### src/rtl/lsu_axi_aligned.sv
// Load/store unit: effective address, natural-alignment check, single-outstanding
// AXI-lite master with byte-lane positioning and load extension.
module lsu_axi_aligned #(
    parameter int XLEN   = 64,
    parameter int ADDR_W = 64,
    localparam int STRB_W = XLEN / 8
) (
    input  logic                clk,
    input  logic                rst,
    input  logic                ld_req,
    input  logic                st_req,
    output logic                req_ready,
    input  logic [2:0]          func3,
    input  logic [XLEN-1:0]     src1,
    input  logic [XLEN-1:0]     src2,
    input  logic [XLEN-1:0]     imm,
    input  logic [4:0]          dst_id,
    input  logic                dst_vld,
    output logic                resp_vld,
    output logic                wb_vld,
    output logic [4:0]          wb_addr,
    output logic [XLEN-1:0]     wb_data,
    output logic                exc_vld,
    output logic [3:0]          exc_code,
    output logic [ADDR_W-1:0]   exc_addr,
    output logic [ADDR_W-1:0]   axi_AW_ADDR,
    output logic                axi_AW_VALID,
    input  logic                axi_AW_READY,
    output logic [XLEN-1:0]     axi_W_DATA,
    output logic [STRB_W-1:0]   axi_W_STRB,
    output logic                axi_W_VALID,
    input  logic                axi_W_READY,
    input  logic [1:0]          axi_B_RESP,
    input  logic                axi_B_VALID,
    output logic                axi_B_READY,
    output logic [ADDR_W-1:0]   axi_AR_ADDR,
    output logic                axi_AR_VALID,
    input  logic                axi_AR_READY,
    input  logic [XLEN-1:0]     axi_R_DATA,
    input  logic [1:0]          axi_R_RESP,
    input  logic                axi_R_VALID,
    output logic                axi_R_READY
);
    localparam int OFF_W = $clog2(STRB_W);

    typedef enum logic [2:0] {IDLE, AR, R, AWW, B, RESP} state_t;

    state_t             state;
    logic [ADDR_W-1:0]  ea_q;
    logic [2:0]         f3_q;
    logic [4:0]         dst_id_q;
    logic               dst_vld_q;

    logic [XLEN-1:0]    sum;
    logic [ADDR_W-1:0]  ea_in;
    logic [OFF_W-1:0]   off_in;
    logic               mis_in;

    assign sum    = src1 + imm;
    assign ea_in  = ADDR_W'(sum);
    assign off_in = ea_in[OFF_W-1:0];

    always_comb begin
        mis_in = 1'b0;
        case (func3[1:0])
            2'd0:    mis_in = 1'b0;
            2'd1:    mis_in = ea_in[0];
            2'd2:    mis_in = |ea_in[1:0];
            default: mis_in = (|ea_in[2:0]) || (STRB_W < 8);
        endcase
    end

    function automatic logic [STRB_W-1:0] lane_strb(input logic [OFF_W-1:0] off,
                                                    input logic [1:0] size);
        logic [STRB_W-1:0] s;
        int nb;
        nb = 1 << size;
        for (int i = 0; i < STRB_W; i++)
            s[i] = (i >= int'(off)) && (i < int'(off) + nb);
        return s;
    endfunction

    // Shift the addressed lane down, then sign/zero extend from its top bit.
    function automatic logic [XLEN-1:0] fmt_load(input logic [XLEN-1:0] d,
                                                 input logic [OFF_W-1:0] off,
                                                 input logic [2:0] f3);
        logic [XLEN-1:0] sh, r;
        logic sb;
        int nbits;
        sh    = d >> {off, 3'b000};
        nbits = 8 << f3[1:0];
        case (f3[1:0])
            2'd0:    sb = sh[7];
            2'd1:    sb = sh[15];
            2'd2:    sb = sh[31];
            default: sb = sh[XLEN-1];
        endcase
        sb = sb & ~f3[2];
        for (int i = 0; i < XLEN; i++)
            r[i] = (i < nbits) ? sh[i] : sb;
        return r;
    endfunction

    always_ff @(posedge clk or posedge rst) begin
        if (rst) begin
            state        <= IDLE;
            ea_q         <= '0;
            f3_q         <= '0;
            dst_id_q     <= '0;
            dst_vld_q    <= 1'b0;
            req_ready    <= 1'b1;
            resp_vld     <= 1'b0;
            wb_vld       <= 1'b0;
            wb_addr      <= '0;
            wb_data      <= '0;
            exc_vld      <= 1'b0;
            exc_code     <= '0;
            exc_addr     <= '0;
            axi_AW_ADDR  <= '0;
            axi_AW_VALID <= 1'b0;
            axi_W_DATA   <= '0;
            axi_W_STRB   <= '0;
            axi_W_VALID  <= 1'b0;
            axi_B_READY  <= 1'b0;
            axi_AR_ADDR  <= '0;
            axi_AR_VALID <= 1'b0;
            axi_R_READY  <= 1'b0;
        end else begin
            case (state)
                IDLE: if (ld_req || st_req) begin
                    ea_q      <= ea_in;
                    f3_q      <= func3;
                    dst_id_q  <= dst_id;
                    dst_vld_q <= dst_vld;
                    req_ready <= 1'b0;
                    if (mis_in) begin
                        state    <= RESP;
                        resp_vld <= 1'b1;
                        exc_vld  <= 1'b1;
                        exc_code <= ld_req ? 4'd4 : 4'd6;
                        exc_addr <= ea_in;
                        wb_addr  <= dst_id;
                    end else if (ld_req) begin
                        state        <= AR;
                        axi_AR_VALID <= 1'b1;
                        axi_AR_ADDR  <= {ea_in[ADDR_W-1:OFF_W], {OFF_W{1'b0}}};
                    end else begin
                        state        <= AWW;
                        axi_AW_VALID <= 1'b1;
                        axi_W_VALID  <= 1'b1;
                        axi_AW_ADDR  <= {ea_in[ADDR_W-1:OFF_W], {OFF_W{1'b0}}};
                        axi_W_DATA   <= src2 << {off_in, 3'b000};
                        axi_W_STRB   <= lane_strb(off_in, func3[1:0]);
                    end
                end
                AR: if (axi_AR_READY) begin
                    axi_AR_VALID <= 1'b0;
                    axi_R_READY  <= 1'b1;
                    state        <= R;
                end
                R: if (axi_R_VALID) begin
                    axi_R_READY <= 1'b0;
                    resp_vld    <= 1'b1;
                    wb_addr     <= dst_id_q;
                    state       <= RESP;
                    if (axi_R_RESP != 2'b00) begin
                        exc_vld  <= 1'b1;
                        exc_code <= 4'd5;
                        exc_addr <= ea_q;
                    end else begin
                        wb_vld  <= dst_vld_q;
                        wb_data <= dst_vld_q ? fmt_load(axi_R_DATA, ea_q[OFF_W-1:0], f3_q) : '0;
                    end
                end
                AWW: begin
                    // AW and W complete independently; move on once both have.
                    if (axi_AW_READY) axi_AW_VALID <= 1'b0;
                    if (axi_W_READY)  axi_W_VALID  <= 1'b0;
                    if ((!axi_AW_VALID || axi_AW_READY) && (!axi_W_VALID || axi_W_READY)) begin
                        axi_B_READY <= 1'b1;
                        state       <= B;
                    end
                end
                B: if (axi_B_VALID) begin
                    axi_B_READY <= 1'b0;
                    resp_vld    <= 1'b1;
                    wb_addr     <= dst_id_q;
                    state       <= RESP;
                    if (axi_B_RESP != 2'b00) begin
                        exc_vld  <= 1'b1;
                        exc_code <= 4'd7;
                        exc_addr <= ea_q;
                    end
                end
                default: begin
                    resp_vld  <= 1'b0;
                    wb_vld    <= 1'b0;
                    wb_addr   <= '0;
                    wb_data   <= '0;
                    exc_vld   <= 1'b0;
                    exc_code  <= '0;
                    exc_addr  <= '0;
                    req_ready <= 1'b1;
                    state     <= IDLE;
                end
            endcase
        end
    end
endmodule

### config.mk
export PLATFORM = sky130hd
export DESIGN_NAME = lsu_axi_aligned
export DESIGN_NICKNAME = d
export VERILOG_FILES = /design/src/rtl/lsu_axi_aligned.sv
export SDC_FILE = /design/constraint.sdc
export NUM_CORES = 1
export LEC_CHECK = 0
export CORE_AREA = 4 4 243 245
export CTS_BUF_LIST = sky130_fd_sc_hd__clkbuf_16
export DETAILED_ROUTE_END_ITERATION = 6
export DIE_AREA = 0 0 247 249
export HOLD_SLACK_MARGIN = 0.05
export PLACE_DENSITY = 0.78
export SYNTH_ARGS = -nofsm -noshare
export SYNTH_HDL_FRONTEND = slang
export SYNTH_SLANG_ARGS = --single-unit
export TNS_END_PERCENT = 5
### constraint.sdc
create_clock -name clk -period 17.95 [get_ports clk]
set_clock_uncertainty 0.2 [all_clocks]
set_input_delay 2.6925 -clock clk [delete_from_list [all_inputs] [get_ports clk]]
set_output_delay 2.6925 -clock clk [all_outputs]
set_load 0.02 [all_outputs]
# == Word-level counts from Yosys, hierarchy flattened ==
# Index checks and enable logic that the tools add are counted.
# word_totals
register_bits,416
elab_cells,310
output_inout_bits,346
inputBits,278
# classes
addsub,2
n_lt_le_gt_ge,79
n_eq_ne,22
bitwise,7
n_shift,4
reduce_logical,40
mux,134
# op_table
op,n
$lt 7x32->1 const A,32
$mux 64,9
$lt 6x32->1 const A,16
$lt 4x32->1 const A,8
$lt 5x32->1 const A,8
$pmux 64 s4,1
$lt 3x32->1 const A,4
$pmux 64 s2,1
$mux 1,91
$add 64x64->64,1
$lt 1x32->1 const A,2
$lt 2x32->1 const A,2
$shl 64x6->64,1
$shr 64x6->64,1
$add 4x32->32,1
$shl 1x2->32 const A,1
$shl 4x2->32 const A,1
$ne 2x2->1 const B,14
$reduce_and 5->1,5
$mux 4,6
$mux 5,4
$pmux 5 s4,1
$mux 3,6
$pmux 4 s4,1
28 further kinds,71

# == Logic depth before layout (Yosys ltp) ==
# depth
word_depth,11
ltp_mapped,15
mapped_depth_nobuf,13

# == Worst setup path before layout ==
# OpenSTA, ideal clock, no wires.
# synth_path
path_kind,input -> register
start,input src1[0]
end,register axi_W_STRB[0]
t_arrival_ps,5659
t_required_ps,17632
cell_stages,15
setup_time_ps,118
setup_slack_ps,11973
path_buffers,3
cell_sequence,ha_1 fa_1 clkbuf_1 inv_1 clkbuf_1 clkbuf_1 fa_1 nand2b_1 nand3b_1 o21ai_0 o21ai_0 a221oi_1 and2_1 a211oi_1 a21o_1
# synth_between
elab_chain_cells,5
word_cells_on_any_way,10
cone_classes,add/sub (2); order compare (2); mux (1); bitwise (1); reduce/logical (4)
# synth_rtl
element,line_no,rtl
start: declaration,14,"input logic [XLEN-1:0] src1,"
$add 64x64->64 *,59,assign sum = src1 + imm;
via ea_in[1],55,logic [ADDR_W-1:0] ea_in;
"parallel branches: the longest is 4 deep, another holds $add 4x32->32",-,
end signal: assignment,153,"axi_W_STRB <= lane_strb(off_in, func3[1:0]);"
end: declaration,30,"output logic [STRB_W-1:0] axi_W_STRB,"
# Mark *: on every way through the listed nets, which the timed path passes.
# A chain may end at the register's enable or synchronous reset.

# == Final worst setup path ==
# layout_path
start,input src1[0]
end,register exc_addr[61]
# layout_between
elab_chain_cells,5
word_cells_on_any_way,9
cone_classes,add/sub (1); eq/ne (1); mux (4); reduce/logical (3)
# layout_rtl
element,line_no,rtl
$add 64x64->64 *,59,
via ea_in[1],55,
$reduce_or 3->1 or $reduce_or 2->1 (tied branches),"69, 68",
$pmux 1 s3 *,65,case (func3[1:0])
$ne 2x2->1 (no source line) *,-,
$reduce_and 7->1 (no source line) *,-,
end signal: assignment,141,exc_addr <= ea_in;
end signal: assignment,169,exc_addr <= ea_q;
end signal: assignment,192,exc_addr <= ea_q;
end: declaration,25,"output logic [ADDR_W-1:0] exc_addr,"
# Mark *: on every way through the listed nets, which the timed path passes. The rest lies on a longest branch. The select of a mux whose other input is x is not followed.

==> impl_metrics.py <==
metrics = {
    "global_routing": {
        "grt_pass1_vias": 21600,
        "grt_max_degree": 134,
        "antenna_found_initial": 16,
        "grt_pass1_wl_mm": 135,
        "grtUsageTotal_pct": 28.3,
        "gr-total-overflow": 0,
    },
    "floorplan": {
        "die-area_mm2": 0.0615,
        "pin_count": 624,
        "die_y_um": 249,
        "die_w_um": 247,
        "initial_utilization_pct": 41.1,
        "num_rows": 88,
        "core-area_mm2": 0.0571,
    },
    "routing": {
        "routed_wl_mm": 90.4,
        "vias_per_cell": 5.73,
        "antenna_left": 0,
        "avgRoutedWirePerCell_um": 22.9,
        "vias": 22600,
        "drtIter0Drc": 2008,
        "drt_first_pass_iters": 5,
        "route.detailed.drc": 0,
    },
    "cells_and_area": {
        "synthToLayoutAreaGrowth_pct": 34.9,
        "n_fill_cell": 4999,
        "layout_common_cells": "616 x clkdlybuf4s50_1, 480 x nand2_1, 411 x dfrtp_1",
        "nets": 3485,
        "mostFrequentLayoutCell": "clkdlybuf4s50_1",
        "drive_gt1_share_pct": 5.88,
    },
    "timing": {
        "slew_violations": 0,
        "finalCritPeriodShare_pct": 41.6,
        "finalSetupTns_ns": 0,
        "tightest_slew_ns": 1.12,
        "hold_violations": 0,
        "finalCriticalPeriod_ns": 7.47,
        "rsz0062_at_grt": "false",
        "max_clock_freq_mhz": 134,
        "setup_viol_count_final": 0,
        "relSlewSlack_pct": 25.2,
        "fin_hold_ws_ns": 0.277,
    },
    "placed_design": {
        "port_buffers": 616,
        "post-dp-hpwl_mm": 67.4,
        "gp_congestion": 0.967,
    },
    "critical_path": {
        "worstReg2RegStart": "state[0]",
        "r2r_end": "axi_AW_ADDR[52]",
        "reg2regPathDepth": 6,
        "cp_max_fo": 48,
        "criticalPathCategory": "in2reg",
        "ff2ff_setup_slack_ns": 13.99,
        "critPathArrivalTime_ns": 7.75,
        "cp_cell_sequence": "clkdlybuf4s50_1 > ha_4 > fa_4 > nor2_1 > nor2b_1 > a21oi_1 > or4_1 > buf_4 > nand3_2 > o21ai_4 > buf_4 > buf_4 > a221oi_1 > and2_1 > a221oi_1",
        "path_common_cell": "buf_4",
        "crit_path_end_kind": "flip-flop",
        "slowest_delay_ns": 0.74,
        "cp.required_ns": 18.23,
        "crit_path_top_delay_cell": "nor2_1",
        "cp-start-kind": "primary input",
    },
    "clock_network": {
        "post_cts_buffers": 0,
        "cts_num_sinks": 414,
        "cts_hold_buf": 0,
        "htreeDepth": 2,
        "post_cts_resized": 0,
        "cts_root_buffer": "clkbuf_16",
        "cts_tree": "done",
        "clkLatencyLatePin_ns": 0.58,
        "cts_made_buffers": 48,
        "path_clk_slew_ns": 0.07,
        "clockBufferDepth": 3,
    },
    "yosys": {
        "synth_flop_cell": "dfrtp_1",
        "synth.distinct_cells": 82,
        "synth_edf_count": 0,
        "synthCells": 2648,
        "yosysWarnings": 0,
        "ys_ff_latch": 414,
        "syn_area_per_cell_um2": 8.87,
        "synth-async-reset-ratio_pct": 100,
        "syn_area_mm2": 0.0235,
        "ys_seq_area_share_pct": 44.1,
    },
    "outcome": {
        "status": "finished, final reports clean",
    },
    "worst_hold_path": {
        "hold_start": "axi_AW_ADDR[14]",
        "whs_path_depth": 2,
        "worstHoldPathType": "reg2reg",
        "min_to": "axi_AW_ADDR[14]",
    },
    "pwr": {
        "power_density_mw_per_mm2": 159,
        "leakage_nw": 13.4,
        "irDropWorstVdd_v": 0.000115,
    },
    "flow_run": {
        "drv_cap": 0,
    },
}
[report_power, final]
part | switching (W) | internal [W] | total (W)
Sequential | 0.000230 | 0.00130 | 0.00153
Combinational | 0.00151 | 0.00101 | 0.00252
Clock | 0.000413 | 0.000581 | 0.000994
Total | 0.00216 | 0.00290 | 0.00505
[critical path: cells and delay by family]
kind / cells / cell delay, ns
AO/OA/AOI/OAI: 4 / 0.91
buffers and inverters: 4 / 1.74
adder cells (fa/ha/maj): 2 / 0.80
AND/OR/NAND/NOR: 5 / 1.59
[sequential cells by signal (all words and copies together) (netlist names), 3 cells and up]
register / cells
axi_AR_ADDR: 61
axi_AW_ADDR: 61
axi_W_DATA: 64
axi_W_STRB: 8
dst_id_q: 5
ea_q: 64
exc_addr: 64
f3_q: 3
state: 3
wb_addr: 5
wb_data: 64
[final cells by class]
type / count / area, µm² / area share (%)
diodes: 8 / 20.0 / 0.0632
inverters: 31 / 124 / 0.391
well taps: 765 / 957 / 3.02
flip-flops and latches: 414 / 10400 / 32.7
repair buffers: 640 / 6350 / 20.0
multi-input cells: 2004 / 12300 / 38.9
clock inverters: 41 / 345 / 1.09
clock buffers: 49 / 1230 / 3.87
[layer usage]
layer | global-route usage (%) | up-vias | part of all wire, %
met5 | 0 | - | 0.071
met4 | 13.5 | 10 | 5.7
met3 | 8.49 | 232 | 10
met2 | 45.7 | 1090 | 46
met1 | 34.7 | 10800 | 38
li1 | - | 10500 | -
[logic make-up (layout without fill, tap and decap cells)]
family	after synthesis	after routing	share of synthesized area (%)
buffers and inverters	236	761	4.07
AND/OR/NAND/NOR	834	834	15.3
multiplexers	114	114	6.39
adder cells (fa/ha/maj)	68	68	3.68
other	1	15	0.0160
XOR/XNOR	51	51	1.90
AO/OA/AOI/OAI	930	930	24.5
flip-flops	414	414	44.1
[metrics by stage]
step	worst slack (ns)	util [%]	area, µm²	instances	power, W
global placement	9.84	52.7	30100	3854	0.00402
global route	10.06	55.4	31700	3947	0.00536
finish	10.48	55.5	31700	3952	0.00505
CTS	10.41	55.4	31700	3944	0.00508
detailed placement	9.76	52.7	30100	3854	0.00407
floorplan	3.54	-	23500	2654	0.00295
[synth_stat cells (all sizes together), types with 8 or more instances]
library cell	n	area, µm²
nand2	481	1810
dfrtp	413	10300
o21ai	392	1970
a21oi	190	958
clkbuf	151	569
nor2	144	541
a22o	66	578
ha	66	826
mux2i	60	601
buf	54	270
nand3	44	225
a211oi	39	298
nand4	32	200
inv	30	113
nor2b	29	181
o211ai	29	218
o31ai	29	236
a21o	28	210
mux2	28	315
nor3	28	140
xnor2	28	245
o21a	27	203
mux4	26	586
xor2	23	201
a31oi	20	125
o21bai	17	131
nand2b	13	81.3
and2	12	75.1
a221oi	11	96.3
or3	11	68.8
and3	10	62.6
a2bb2oi	9	78.8
or2	8	50.1
[worst max path at each step]
stage | start | endpoint | slack, ns | cells past startpoint
2_1_floorplan | rst | axi_AR_ADDR[10] | 3.54 | 1
3_3_place_gp | src1[0] | exc_addr[61] | 9.84 | 15
3_5_place_dp | src1[0] | exc_addr[61] | 9.76 | 15
4_1_cts | src1[0] | exc_addr[61] | 10.41 | 15
5_1_grt | src1[0] | exc_addr[61] | 10.06 | 15
6_report | src1[0] | exc_addr[61] | 10.48 | 15
Note: power is estimated with default switching activity, not from simulation.
